[config.mk]
export PLATFORM = sky130hd
export DESIGN_NAME = mem_lsu
export DESIGN_NICKNAME = d
export VERILOG_FILES = /design/src/rtl/lsu_pkg.sv /design/src/rtl/lsu_lane_align.sv /design/src/rtl/mem_lsu.sv
export SDC_FILE = /design/constraint.sdc
export NUM_CORES = 1
export LEC_CHECK = 0
export CAP_MARGIN = 20
export CORE_AREA = 2 2 148 150
export DETAILED_ROUTE_END_ITERATION = 8
export DIE_AREA = 0 0 150 152
export PLACE_DENSITY_LB_ADDON = 0.15
export SYNTH_ARGS = -nofsm -noshare
export SYNTH_HDL_FRONTEND = slang
export SYNTH_SLANG_ARGS = --single-unit
[constraint.sdc]
create_clock -name clk_i -period 2 [get_ports clk_i]
set_input_delay 0.3 -clock clk_i [delete_from_list [all_inputs] [get_ports clk_i]]
set_output_delay 0.3 -clock clk_i [all_outputs]
set_load 0.02 [all_outputs]
[src/rtl/lsu_pkg.sv]
// Shared definitions for the load/store unit: op codes, FSM states and access sizing.
package lsu_pkg;

    localparam logic [3:0] OP_NONE = 4'h0;
    localparam logic [3:0] OP_LB   = 4'h1;
    localparam logic [3:0] OP_LH   = 4'h2;
    localparam logic [3:0] OP_LW   = 4'h3;
    localparam logic [3:0] OP_LBU  = 4'h4;
    localparam logic [3:0] OP_LHU  = 4'h5;
    localparam logic [3:0] OP_SB   = 4'h6;
    localparam logic [3:0] OP_SH   = 4'h7;
    localparam logic [3:0] OP_SW   = 4'h8;

    typedef enum logic {IDLE, BUSY} state_e;

    typedef enum logic [1:0] {SZ_NONE, SZ_BYTE, SZ_HALF, SZ_WORD} size_e;

    function automatic size_e op_size(input logic [3:0] op);
        case (op)
            OP_LB, OP_LBU, OP_SB: return SZ_BYTE;
            OP_LH, OP_LHU, OP_SH: return SZ_HALF;
            OP_LW, OP_SW:         return SZ_WORD;
            default:              return SZ_NONE;
        endcase
    endfunction

    function automatic logic op_is_store(input logic [3:0] op);
        return (op == OP_SB) || (op == OP_SH) || (op == OP_SW);
    endfunction

endpackage

[src/rtl/lsu_lane_align.sv]
// Combinational lane steering: store replication and byte enables, misalign check,
// and load lane extraction with sign/zero extension.
module lsu_lane_align import lsu_pkg::*; #(
    parameter int DATA_WIDTH = 32,
    localparam int NLANE = DATA_WIDTH / 8,
    localparam int OFFW  = $clog2(NLANE)
) (
    input  logic [3:0]            st_op_i,
    input  logic [OFFW-1:0]       st_off_i,
    input  logic [31:0]           st_data_i,
    output logic [NLANE-1:0]      st_be_o,
    output logic [DATA_WIDTH-1:0] st_data_o,
    output logic                  misalign_o,
    input  logic [3:0]            ld_op_i,
    input  logic [OFFW-1:0]       ld_off_i,
    input  logic [DATA_WIDTH-1:0] ld_data_i,
    output logic [31:0]           ld_data_o
);

    localparam int SELW = $clog2(DATA_WIDTH + 24);

    size_e                  st_sz;
    logic [DATA_WIDTH+23:0] ld_ext;
    logic [SELW-1:0]        ld_sel;
    logic [31:0]            lane;
    logic signed [7:0]      lane_b_s;
    logic signed [15:0]     lane_h_s;

    assign st_sz = op_size(st_op_i);

    always_comb begin
        st_be_o    = '0;
        st_data_o  = '0;
        misalign_o = 1'b0;
        case (st_sz)
            SZ_BYTE: begin
                st_be_o   = NLANE'(1) << st_off_i;
                st_data_o = {NLANE{st_data_i[7:0]}};
            end
            SZ_HALF: begin
                st_be_o    = NLANE'(3) << st_off_i;
                st_data_o  = {(NLANE/2){st_data_i[15:0]}};
                misalign_o = st_off_i[0];
            end
            SZ_WORD: begin
                st_be_o    = NLANE'(15) << st_off_i;
                st_data_o  = {(NLANE/4){st_data_i}};
                misalign_o = |st_off_i[1:0];
            end
            default: ;
        endcase
    end

    // Zero padding above the bus keeps the 32-bit window in range for every offset.
    assign ld_ext   = {24'h0, ld_data_i};
    assign ld_sel   = SELW'({ld_off_i, 3'b000});
    assign lane     = ld_ext[ld_sel +: 32];
    assign lane_b_s = lane[7:0];
    assign lane_h_s = lane[15:0];

    always_comb begin
        case (ld_op_i)
            OP_LB:   ld_data_o = 32'(lane_b_s);
            OP_LH:   ld_data_o = 32'(lane_h_s);
            OP_LBU:  ld_data_o = {24'h0, lane[7:0]};
            OP_LHU:  ld_data_o = {16'h0, lane[15:0]};
            default: ld_data_o = lane;
        endcase
    end

endmodule

[src/rtl/mem_lsu.sv]
// Load/store unit: IDLE/BUSY handshake FSM to RAM with timeout, misalign trap,
// registered write-back beat and sticky halt flag.
module mem_lsu import lsu_pkg::*; #(
    parameter int                    DATA_WIDTH     = 32,
    parameter int                    ADDR_WIDTH     = 32,
    parameter int                    RADDR_WIDTH    = 5,
    parameter logic [ADDR_WIDTH-1:0] HALT_ADDR      = 32'h0000_1000,
    parameter int                    TIMEOUT_CYCLES = 255,
    localparam int NLANE = DATA_WIDTH / 8,
    localparam int OFFW  = $clog2(NLANE)
) (
    input  logic                   clk_i,
    input  logic                   rst_i,
    input  logic                   req_valid_i,
    input  logic [3:0]             mem_op_i,
    input  logic [ADDR_WIDTH-1:0]  mem_addr_i,
    input  logic [31:0]            mem_data_i,
    input  logic [RADDR_WIDTH-1:0] reg_waddr_i,
    input  logic                   reg_we_i,
    input  logic [31:0]            reg_wdata_i,
    output logic                   stall_o,
    output logic                   ram_req_o,
    output logic                   ram_we_o,
    output logic [ADDR_WIDTH-1:0]  ram_addr_o,
    output logic [NLANE-1:0]       ram_be_o,
    output logic [DATA_WIDTH-1:0]  ram_data_o,
    input  logic                   ram_ack_i,
    input  logic [DATA_WIDTH-1:0]  ram_data_i,
    output logic                   wb_valid_o,
    output logic [RADDR_WIDTH-1:0] reg_waddr_o,
    output logic                   reg_we_o,
    output logic [31:0]            reg_wdata_o,
    output logic                   misalign_o,
    output logic                   bus_err_o,
    output logic                   halt_o
);

    localparam int CNT_W = $clog2(TIMEOUT_CYCLES + 1);

    state_e                 state_q;
    logic [3:0]             op_q;
    logic [ADDR_WIDTH-1:0]  addr_q;
    logic [RADDR_WIDTH-1:0] raddr_q;
    logic                   we_q;
    logic [31:0]            wdata_q;
    logic [CNT_W-1:0]       cnt_q;
    logic                   ram_req_q, ram_we_q;
    logic [ADDR_WIDTH-1:0]  ram_addr_q;
    logic [NLANE-1:0]       ram_be_q;
    logic [DATA_WIDTH-1:0]  ram_data_q;
    logic                   wb_valid_q, misalign_q, bus_err_q, halt_q;
    logic [RADDR_WIDTH-1:0] reg_waddr_q;
    logic                   reg_we_q;
    logic [31:0]            reg_wdata_q;

    logic                   is_mem, req_misalign, timeout;
    logic [NLANE-1:0]       st_be;
    logic [DATA_WIDTH-1:0]  st_data;
    logic [31:0]            ld_data;

    lsu_lane_align #(.DATA_WIDTH(DATA_WIDTH)) u_align (
        .st_op_i    (mem_op_i),
        .st_off_i   (mem_addr_i[OFFW-1:0]),
        .st_data_i  (mem_data_i),
        .st_be_o    (st_be),
        .st_data_o  (st_data),
        .misalign_o (req_misalign),
        .ld_op_i    (op_q),
        .ld_off_i   (addr_q[OFFW-1:0]),
        .ld_data_i  (ram_data_i),
        .ld_data_o  (ld_data)
    );

    assign is_mem  = (op_size(mem_op_i) != SZ_NONE);
    // Counter holds the number of BUSY cycles already spent; this cycle is the last allowed.
    assign timeout = (state_q == BUSY) && (cnt_q == CNT_W'(TIMEOUT_CYCLES - 1));
    assign stall_o = ((state_q == IDLE) && req_valid_i && is_mem && !req_misalign) ||
                     ((state_q == BUSY) && !ram_ack_i && !timeout);

    always_ff @(posedge clk_i) begin
        if (rst_i) begin
            state_q     <= IDLE;
            op_q        <= OP_NONE;
            addr_q      <= '0;
            raddr_q     <= '0;
            we_q        <= 1'b0;
            wdata_q     <= '0;
            cnt_q       <= '0;
            ram_req_q   <= 1'b0;
            ram_we_q    <= 1'b0;
            ram_addr_q  <= '0;
            ram_be_q    <= '0;
            ram_data_q  <= '0;
            wb_valid_q  <= 1'b0;
            misalign_q  <= 1'b0;
            bus_err_q   <= 1'b0;
            halt_q      <= 1'b0;
            reg_waddr_q <= '0;
            reg_we_q    <= 1'b0;
            reg_wdata_q <= '0;
        end else begin
            wb_valid_q <= 1'b0;
            misalign_q <= 1'b0;
            bus_err_q  <= 1'b0;
            case (state_q)
                IDLE: if (req_valid_i) begin
                    op_q    <= mem_op_i;
                    addr_q  <= mem_addr_i;
                    raddr_q <= reg_waddr_i;
                    we_q    <= reg_we_i;
                    wdata_q <= reg_wdata_i;
                    if (!is_mem || req_misalign) begin
                        wb_valid_q  <= 1'b1;
                        misalign_q  <= is_mem;
                        reg_waddr_q <= reg_waddr_i;
                        reg_we_q    <= reg_we_i && !is_mem;
                        reg_wdata_q <= reg_wdata_i;
                    end else begin
                        state_q    <= BUSY;
                        cnt_q      <= '0;
                        ram_req_q  <= 1'b1;
                        ram_we_q   <= op_is_store(mem_op_i);
                        ram_addr_q <= {mem_addr_i[ADDR_WIDTH-1:OFFW], OFFW'(0)};
                        ram_be_q   <= op_is_store(mem_op_i) ? st_be : '1;
                        ram_data_q <= st_data;
                    end
                end
                BUSY: begin
                    if (ram_ack_i || timeout) begin
                        state_q     <= IDLE;
                        ram_req_q   <= 1'b0;
                        wb_valid_q  <= 1'b1;
                        reg_waddr_q <= raddr_q;
                    end else begin
                        cnt_q <= cnt_q + 1'b1;
                    end
                    // Ack takes priority over a coincident timeout.
                    if (ram_ack_i) begin
                        reg_we_q    <= we_q && !op_is_store(op_q);
                        reg_wdata_q <= op_is_store(op_q) ? wdata_q : ld_data;
                        if (op_q == OP_SW && addr_q == HALT_ADDR) halt_q <= 1'b1;
                    end else if (timeout) begin
                        bus_err_q   <= 1'b1;
                        reg_we_q    <= 1'b0;
                        reg_wdata_q <= wdata_q;
                    end
                end
                default: state_q <= IDLE;
            endcase
        end
    end

    assign ram_req_o   = ram_req_q;
    assign ram_we_o    = ram_we_q;
    assign ram_addr_o  = ram_addr_q;
    assign ram_be_o    = ram_be_q;
    assign ram_data_o  = ram_data_q;
    assign wb_valid_o  = wb_valid_q;
    assign misalign_o  = misalign_q;
    assign bus_err_o   = bus_err_q;
    assign halt_o      = halt_q;
    assign reg_waddr_o = reg_waddr_q;
    assign reg_we_o    = reg_we_q;
    assign reg_wdata_o = reg_wdata_q;

endmodule

# [Word level (Yosys, flattened, before mapping)]
# Memories as Yosys holds them, arrays and structs flattened.
# Cells that the tools add are included.
[totals] inputBits=142 n_memories=2 wordCells=119 mem_bits_ro=64 out_inout_bits=113 register_bits=193
[classes] n_bitwise=3 n_mux=37 add_sub_neg=1 shift=4 n_reduce_logical=32 eq_ne=21
[mem_list] memory="(no name shown)" words=16 width=2 rd=1 rd_clocked_by_memory_dff=0 wr=0 line_no="lsu_pkg.sv:19" text="case (op)"
[mem_list] memory="(no name shown)" words=16 width=2 rd=1 rd_clocked_by_memory_dff=0 wr=0 line_no="lsu_pkg.sv:19"
[op_table] op="two-way mux 32 bit" count=5
[op_table] op="case mux 32 bit (4 select lines)" count=1
[op_table] op="case mux 32 bit (3 select lines)" count=1
[op_table] op="case mux 32 bit (2 select lines)" count=1
[op_table] op="variable part select 56 x 6 -> 32 bit" count=1
[op_table] op="== test 32 x 13 -> 1 bit, second input constant" count=1
[op_table] op="== test 4 x 3 -> 1 bit, second input constant" count=6
[op_table] op="two-way mux 8 bit" count=3
[op_table] op="AND reduction 3 bit" count=6
[op_table] op="case mux 8 bit (2 select lines)" count=1
[op_table] op="two-way mux 5 bit" count=3
[op_table] op="two-way mux 1 bit" count=14
[op_table] op="case mux 4 bit (3 select lines)" count=1
[op_table] op="case mux 1 bit (2 select lines)" count=5
[op_table] op="case mux 5 bit (2 select lines)" count=1
[op_table] op="logical AND 1 bit" count=9
[op_table] op="adder 8 x 1 -> 8 bit, second input constant" count=1
[op_table] op="== test 4 bit, second input constant" count=2
[op_table] op="== test 8 bit, second input constant" count=1
[op_table] op="logical OR 1 bit" count=7
[op_table] op="!= test 2 bit, second input constant" count=3
[op_table] op="logical NOT 1 bit" count=5
[op_table] op="== test 2 bit, second input constant" count=2
[op_table] op="== test 4 x 1 -> 1 bit, second input constant" count=1
[op_table] op="14 further kinds" count=17

# [Longest topological paths before layout]
# Gate-level depths: netlist of run 1.
[logic_depth] word_depth=7 ltp_mapped=9 depth_no_buf=7

# [Cells and area by module]
# Synthesis of run 1 repeated with hierarchy kept, for this count alone.
[unflattened] cells_unflattened=1179 hier_area_um2=9295.2
[modules_own_cells] module="mem_lsu" seq_area_each_um2=3863.7 instances=1 cells_each=966 area_each_um2=7821.3
[modules_own_cells] module="lsu_lane_align" seq_area_each_um2=0.0 instances=1 cells_each=213 area_each_um2=1473.9

# [Worst setup path after synthesis of run 1]
# Ideal clock, no wire load.
[synth_timing] path_kind="reg2reg" from="register op_q[2]" to="register reg_wdata_q[29] (netlist: reg_wdata_o[29])" slack_ns=0.076 period_less_slack_ns=1.924 stages_incl_launch_ff=10 path_buffers=3 setup_time_ns=0.073 t_required_ns=1.927 arrival_time_ns=1.851 path_cell_list="dfxtp_1 -> buf_6 -> or4b_1 -> and3_1 -> buf_6 -> o211ai_4 -> buf_6 -> a21oi_1 -> o221a_1 -> nor3_2"
[synth_via] elab_chain_len=6 word_cells_on_any_way=13
[synth_rtl] element="from (decl)" line_no="mem_lsu.sv:41" text="logic [3:0] op_q;"
[synth_rtl] element="from (signal assigned)" line_no="mem_lsu.sv:107" text="op_q <= mem_op_i;"
[synth_rtl] element="branches (longest 3 deep; another with case mux 32 bit (4 select lines))"
[synth_rtl] element="two-way mux 32 bit *" line_no="mem_lsu.sv:140" text="reg_wdata_q <= op_is_store(op_q) ? wdata_q : ld_data;"
[synth_rtl] element="two-way mux 32 bit *" line_no="mem_lsu.sv:138" text="if (ram_ack_i) begin"
[synth_rtl] element="case mux 32 bit (2 select lines) *" line_no="mem_lsu.sv:105" text="case (state_q)"
[synth_rtl] element="to (signal assigned)" line_no="mem_lsu.sv:117" text="reg_wdata_q <= reg_wdata_i;"
[synth_rtl] element="to (signal assigned)" line_no="mem_lsu.sv:140"
[synth_rtl] element="to (signal assigned)" line_no="mem_lsu.sv:145" text="reg_wdata_q <= wdata_q;"
[synth_rtl] element="to (decl)" line_no="mem_lsu.sv:54" text="logic [31:0] reg_wdata_q;"
# Every way passes the cells marked *.
# A chain may end at the register's enable or synchronous reset.

# [Worst setup path in the final report of run 1]
[layout_timing] from="register op_q[1]" to="register reg_wdata_q[13] (netlist: reg_wdata_o[13])"
# Same word-level chain as after synthesis.

==> results.cfg, run 1 <==
[cells_and_area]
fin_cells = 1764
syn2layout_area_growth_pct = 47.8
multi_input_area_mm2 = 0.00491
fillers = 1889
drive_gt1_share_pct = 14.6
antenna_cells = 0
final_area_mm2 = 0.0135
nets = 1616
area.sequential_mm2 = 0.00388

[clock_network]
ctsRootBufferMaster = clkbuf_16
path_clk_slew_ns = 0.07
ctsHtreeMaxLevel = 4
cts_hold_buf = 0
cts_max_path_buffers = 2
cts_buffers = 17
tritoncts = done
insertion_delay_ns = 0.44
clock_sinks = 193

[worst_setup_path]
cp_common_cell = o211ai_1
max_stage_delay_ns = 0.54
start_kind = flop
cp_slowest_cell = or4b_4
crit_buf_inv = 2
cp.arrival_ns = 2.31
cp-end-kind = flop
cp_top_family = simple AND/OR/NAND/NOR gates
cp_cell_sequence = or4b_4, and3_4, buf_12, buf_8, o211ai_1, o211ai_1, a311oi_1
critPathMaxFanout = 8
cp.required_ns = 2.34
path_class = flop to flop

[synth]
netlist_area_mm2 = 0.00916
synthXorXnorAreaFrac_pct = 0.670
synth-compound-area-share_pct = 22.4
synthAdderAreaFrac_pct = 0.273
yosysTopAreaCellShare_pct = 42.2
synth-simple-area-share_pct = 23.1
yosys_warnings = 0
synth_area_leader_cell = dfxtp_1
seq_area_frac_synth_pct = 42.2
ys_ff_latch = 193
synth_top_family_by_area = simple AND/OR/NAND/NOR gates
synth_area_leaders = dfxtp_1 42%, nand2_1 11%, a21oi_1 8.3%
syn_area_per_cell_um2 = 7.81
ys.flop_type = dfxtp_1
synth.area.mux_share_pct = 5.82
synth_edf_count = 0
synth.distinct_cells = 62
syn_inst = 1173
async_flop_share_pct = 0

[global_routing]
grt_start_max_net_pins = 97
antenna_found_initial = 0
grt_pass1_wl_mm = 45.9
grt_pass1_vias = 8749
grt-ovfl-total = 0
grtUsageTotal_pct = 25.0

[sta]
relSlewSlack_pct = 51.9
setup_ws_ns = 0.0284
finalSetupViolations = 0
rsz0062_at_grt = true
finalClockSkew_ns = 0.0110
slew_viol_final = 0
max_freq_ghz = 0.507
finalHoldViolations = 0
min_period_ns = 1.97
finalHoldWorstSlack_ns = 0.246
tightest_slew_ns = 0.722
period_share_pct = 98.6
final.setup.tns_ns = 0

[place]
place_hpwl_mm = 20.6
place_area_mm2 = 0.0126
pre_cts_ws_ns = -0.528
placed_cells = 1715
io_buffers = 252
gp_congestion = 0.891

[flow_run]
maxCapViolCount = 0

[floorplan]
dieArea_mm2 = 0.0228
core_mm2 = 0.0214
die-height_um = 152
io_pins = 255
fp.dieW_um = 150
row_count = 54
start_util_pct = 42.9

[drt]
totalWireLength_mm = 29.7
drtIter0Drc = 722
via_per_inst = 5.35
dr_total_vias = 9443
postRouteAntennaNets = 0
drtPass1Iterations = 7
wl_per_cell_um = 16.8
drc = 0

[power_and_ir_drop]
vdd_drop_max_mv = 0.623
power_leakage_nw = 5.13
pwr_density_cell_mw_per_mm2 = 742

[outcome]
status = complete, no violations

[min_path]
hold_class = input pin to flop
==> metrics by stage <==
stage                     utilization (%)  total power [mW]
after global routing                 63.4              10.5
after detailed placement             59.2              6.58
after global placement               59.2              6.55
after CTS                            62.0              9.99
final                                63.4              10.0
after floorplan                         -              5.45
==> state kept, by name (all words and copies together) (netlist names) <==
register and cells:
ram_req_o 1, ram_we_o 1, ram_addr_o 30, ram_be_o 4, wb_valid_o 1, op_q 4, state_q 1, reg_we_o 1
misalign_o 1, cnt_q 8, reg_wdata_o 32, wdata_q 32, reg_waddr_o 5, ram_data_o 32, halt_o 1, we_q 1
raddr_q 5, bus_err_o 1, addr_q 32
==> cells in the mapped netlist (7+ instances only) <==
master and n:
a221oi_1 13, a222oi_1 8, dfxtp_1 193, o211ai_1 18
nand2_1 260, a22oi_1 7, a311oi_1 17, mux2i_1 51
a211oi_1 20, buf_2 18, a21oi_1 151, nor2_1 125
nand2b_1 27, buf_1 11, o221ai_1 11, clkbuf_1 66
o21ai_0 18, inv_1 16, a22o_1 19, nor3_1 43
==> kinds of logic after synthesis <==
logic type                 after synthesis
muxes                                   52
buffers and inverters                  118
DFF                                    193
xor gates and xnor gates                 7
adders and majority gates                2
and+or+nand+nor                        493
AOI/OAI and AO/OA                      307
other                                    1
==> cell type report <==
class,instances,share of cell area (%)
Clock buffer,18,3.17
Tap cell,280,2.59
Multi-Input combinational cell,863,36.3
Inverter,16,0.444
Clock inverter,13,1.04
Sequential cell,193,28.7
Timing Repair Buffer,381,27.8
==> layer usage <==
metal | routed length (um) | GRT usage (%) | vias up
met1 | 13200 | 34.7 | 4317
met4 | 771 | 8.09 | 0
met3 | 2380 | 6.46 | 64
met2 | 13400 | 37.9 | 362
met5 | 0 | 0 | -
li1 | - | - | 4700
==> where the power goes <==
part / internal, mW / switching [mW] / total [mW]
combinational: 1.17 / 1.22 / 2.40
sequential: 4.09 / 0.134 / 4.23
clock: 1.76 / 1.65 / 3.41
total: 7.03 / 3.00 / 10.0
==> placed cells by master (no fill, tap or decap), drive strengths merged, types with 7 or more instances in the layout <==
cell type	Yosys	routed
buf	36	128
nor2	126	126
o21ai	20	20
clkbuf	66	21
a221oi	13	13
a22oi	7	7
nand2	260	260
o211ai	19	19
nand2b	27	27
mux2i	51	51
a211oi	20	20
o221ai	11	11
a21oi	151	151
dfxtp	193	193
a222oi	8	8
a311oi	18	18
clkdlybuf4s50	0	247
a22o	19	19
o221a	8	8
inv	16	24
nor3	45	45
==> path summary, 6_finish.rpt <==
| check | start | end | slack [ns] | depth (start not counted) |
|---|---|---|---|---|
| worst max register to register | op_q[1] | reg_wdata_o[13] | 0.03 | 7 |
| worst min register to register | wdata_q[24] | wdata_q[24] | 0.45 | 2 |
| worst max-delay path | op_q[1] | reg_wdata_o[13] | 0.03 | 7 |
| worst min-delay path | rst_i | cnt_q[0] | 0.25 | 2 |
==> repair_timing <==
| item | in CTS | in global routing |
|---|---|---|
| endpoints found under the setup margin | 22 | 47 |
| gates cloned | 0 | 3 |
| pin swaps | 5 | 19 |
| setup buffers | 1 | 14 |
| resized for setup | 14 | 37 |
| endpoints found under the hold margin | 0 | 0 |
(Power assumes the default switching activity.)
==> inputs of run 2 (changes only) <==
REMOVE_ABC_BUFFERS = 1   (was default)
==> results.cfg, run 2 (synthesis gave the netlist of run 1 again) <==
[floorplan]
fp.dieW_um = 150
die-height_um = 152
row_count = 54
start_util_pct = 42.9
io_pins = 255
core_mm2 = 0.0214
dieArea_mm2 = 0.0228

[drt]
drc = 0
totalWireLength_mm = 29.1
via_per_inst = 5.39
dr_total_vias = 9365
wl_per_cell_um = 16.8
postRouteAntennaNets = 0
drtPass1Iterations = 7
drtIter0Drc = 734

[place]
gp_congestion = 0.865
pre_cts_ws_ns = -0.630
io_buffers = 252
place_hpwl_mm = 19.7

[cells_and_area]
syn2layout_area_growth_pct = 44.8
layout_commonest_cell = nand2_1
drive_gt1_share_pct = 11.9
fillers = 1957
antenna_cells = 0
mostFrequentLayoutCells = 260 x nand2_1, 243 x clkdlybuf4s50_1, 187 x dfxtp_1, 151 x a21oi_1, 123 x nor2_1
final_core_util_pct = 62.1
nets = 1587

[global_routing]
grt-ovfl-total = 0
grt_start_max_net_pins = 78
grtUsageTotal_pct = 24.8
grt_pass1_vias = 8882
grt_pass1_wl_mm = 45.9
antenna_found_initial = 1

[power_and_ir_drop]
power_mw = 9.93
p_sw_mw = 3.05
vdd_drop_max_mv = 0.562
internal_power_mw = 6.88
p_clk_share_pct = 34.3
switching_share_pct = 30.7
comb_power_share_pct = 23.3
pwr_density_cell_mw_per_mm2 = 749
power_leakage_nw = 4.97
p_seq_share_pct = 42.5

[worst_setup_path]
cp.required_ns = 2.36
critPathMaxFanout = 13
startpoint = op_q[0]
reg2reg_depth = 7
cp-end-kind = flop
path_class = flop to flop
start_kind = flop
reg2reg_slack_ns = 0.03
r2r-end = reg_wdata_o[31]
crit_end = reg_wdata_o[31]
cp.arrival_ns = 2.33
timing.rr.start = op_q[0]

[clock_network]
ctsHtreeMaxLevel = 4
cts_buffers = 17
tritoncts = done
insertion_delay_ns = 0.44
cts_max_path_buffers = 2
clock_sinks = 193
path_clk_slew_ns = 0.08
cts_hold_buf = 0
ctsRootBufferMaster = clkbuf_16

[sta]
rsz0062_at_grt = true
finalClockSkew_ns = 0.0166
max_freq_ghz = 0.508
finalHoldViolations = 0
period_share_pct = 98.5
tightest_slew_ns = 0.825
relSlewSlack_pct = 45.0
min_period_ns = 1.97
slew_viol_final = 0
finalSetupViolations = 0
finalHoldWorstSlack_ns = 0.301
setup_ws_ns = 0.0300

[flow_run]
maxCapViolCount = 0

[min_path]
hold_class = input pin to flop

[outcome]
status = complete, no violations
-- run 2: stage by stage --
stage / setup TNS, ns / area [um^2] / std cells
finish: 0 / 13300 / 1736
global route: -0.0872 / 13300 / 1736
CTS: 0 / 13100 / 1732
detailed placement: -60.85 / 12500 / 1700
global placement: -56.35 / 12500 / 1700
floorplan: -639.34 / 8720 / 1072
-- run 2: worst min path at each step --
| stage | from | end | slack [ns] | depth (start not counted) |
|---|---|---|---|---|
| 2_1_floorplan | rst_i | addr_q[0] | 0.37 | 1 |
| 3_3_place_gp | wdata_q[25] | wdata_q[25] | 0.44 | 2 |
| 3_5_place_dp | wdata_q[27] | wdata_q[27] | 0.44 | 2 |
| 4_1_cts | rst_i | addr_q[29] | 0.32 | 2 |
| 5_1_grt | rst_i | ram_addr_o[30] | 0.32 | 2 |
| 6_report | rst_i | addr_q[29] | 0.30 | 2 |
-- run 2: final cells by class --
class,count,area [um^2],share of cell area (%)
well taps,280,350,2.64
repair buffers,352,3490,26.3
clock buffers,18,429,3.24
multi-input cells,863,4890,36.9
inverters,16,60.1,0.453
clock inverters,14,164,1.24
flip-flops and latches,193,3870,29.2
-- run 2: worst max-delay path: stages, from the launching register on --
cell and delay, ns:
dfxtp_2 0.33, buf_4 0.14, or4b_4 0.54, o211ai_4 0.25
buf_12 0.18, a21oi_1 0.06, o221a_2 0.24, nor3_1 0.15
-- run 2: what timing repair did --
action	CTS	global route
setup buffers	0	2
resized for setup	17	16
endpoints found under the setup margin	33	23
pin swaps	2	7
gates cloned	0	2
-- run 2: layer usage --
metal / share of wire, % / vias to the layer above / global-route usage (%)
li1: - / 4638 / -
met1: 44 / 4379 / 33.4
met2: 46 / 310 / 39.4
met3: 8.3 / 36 / 6.91
met4: 1.4 / 2 / 6.29
met5: 0.045 / - / 0
-- run 2: power by group through the flow --
| stage | registers [mW] | clock network (mW) | logic (mW) |
|---|---|---|---|
| floorplan | 4.51 | 0 | 0.829 |
| global placement | 4.30 | 0 | 2.23 |
| detailed placement | 4.31 | 0 | 2.26 |
| CTS | 4.22 | 3.48 | 2.27 |
| global route | 4.25 | 3.63 | 2.51 |
| finish | 4.22 | 3.40 | 2.31 |
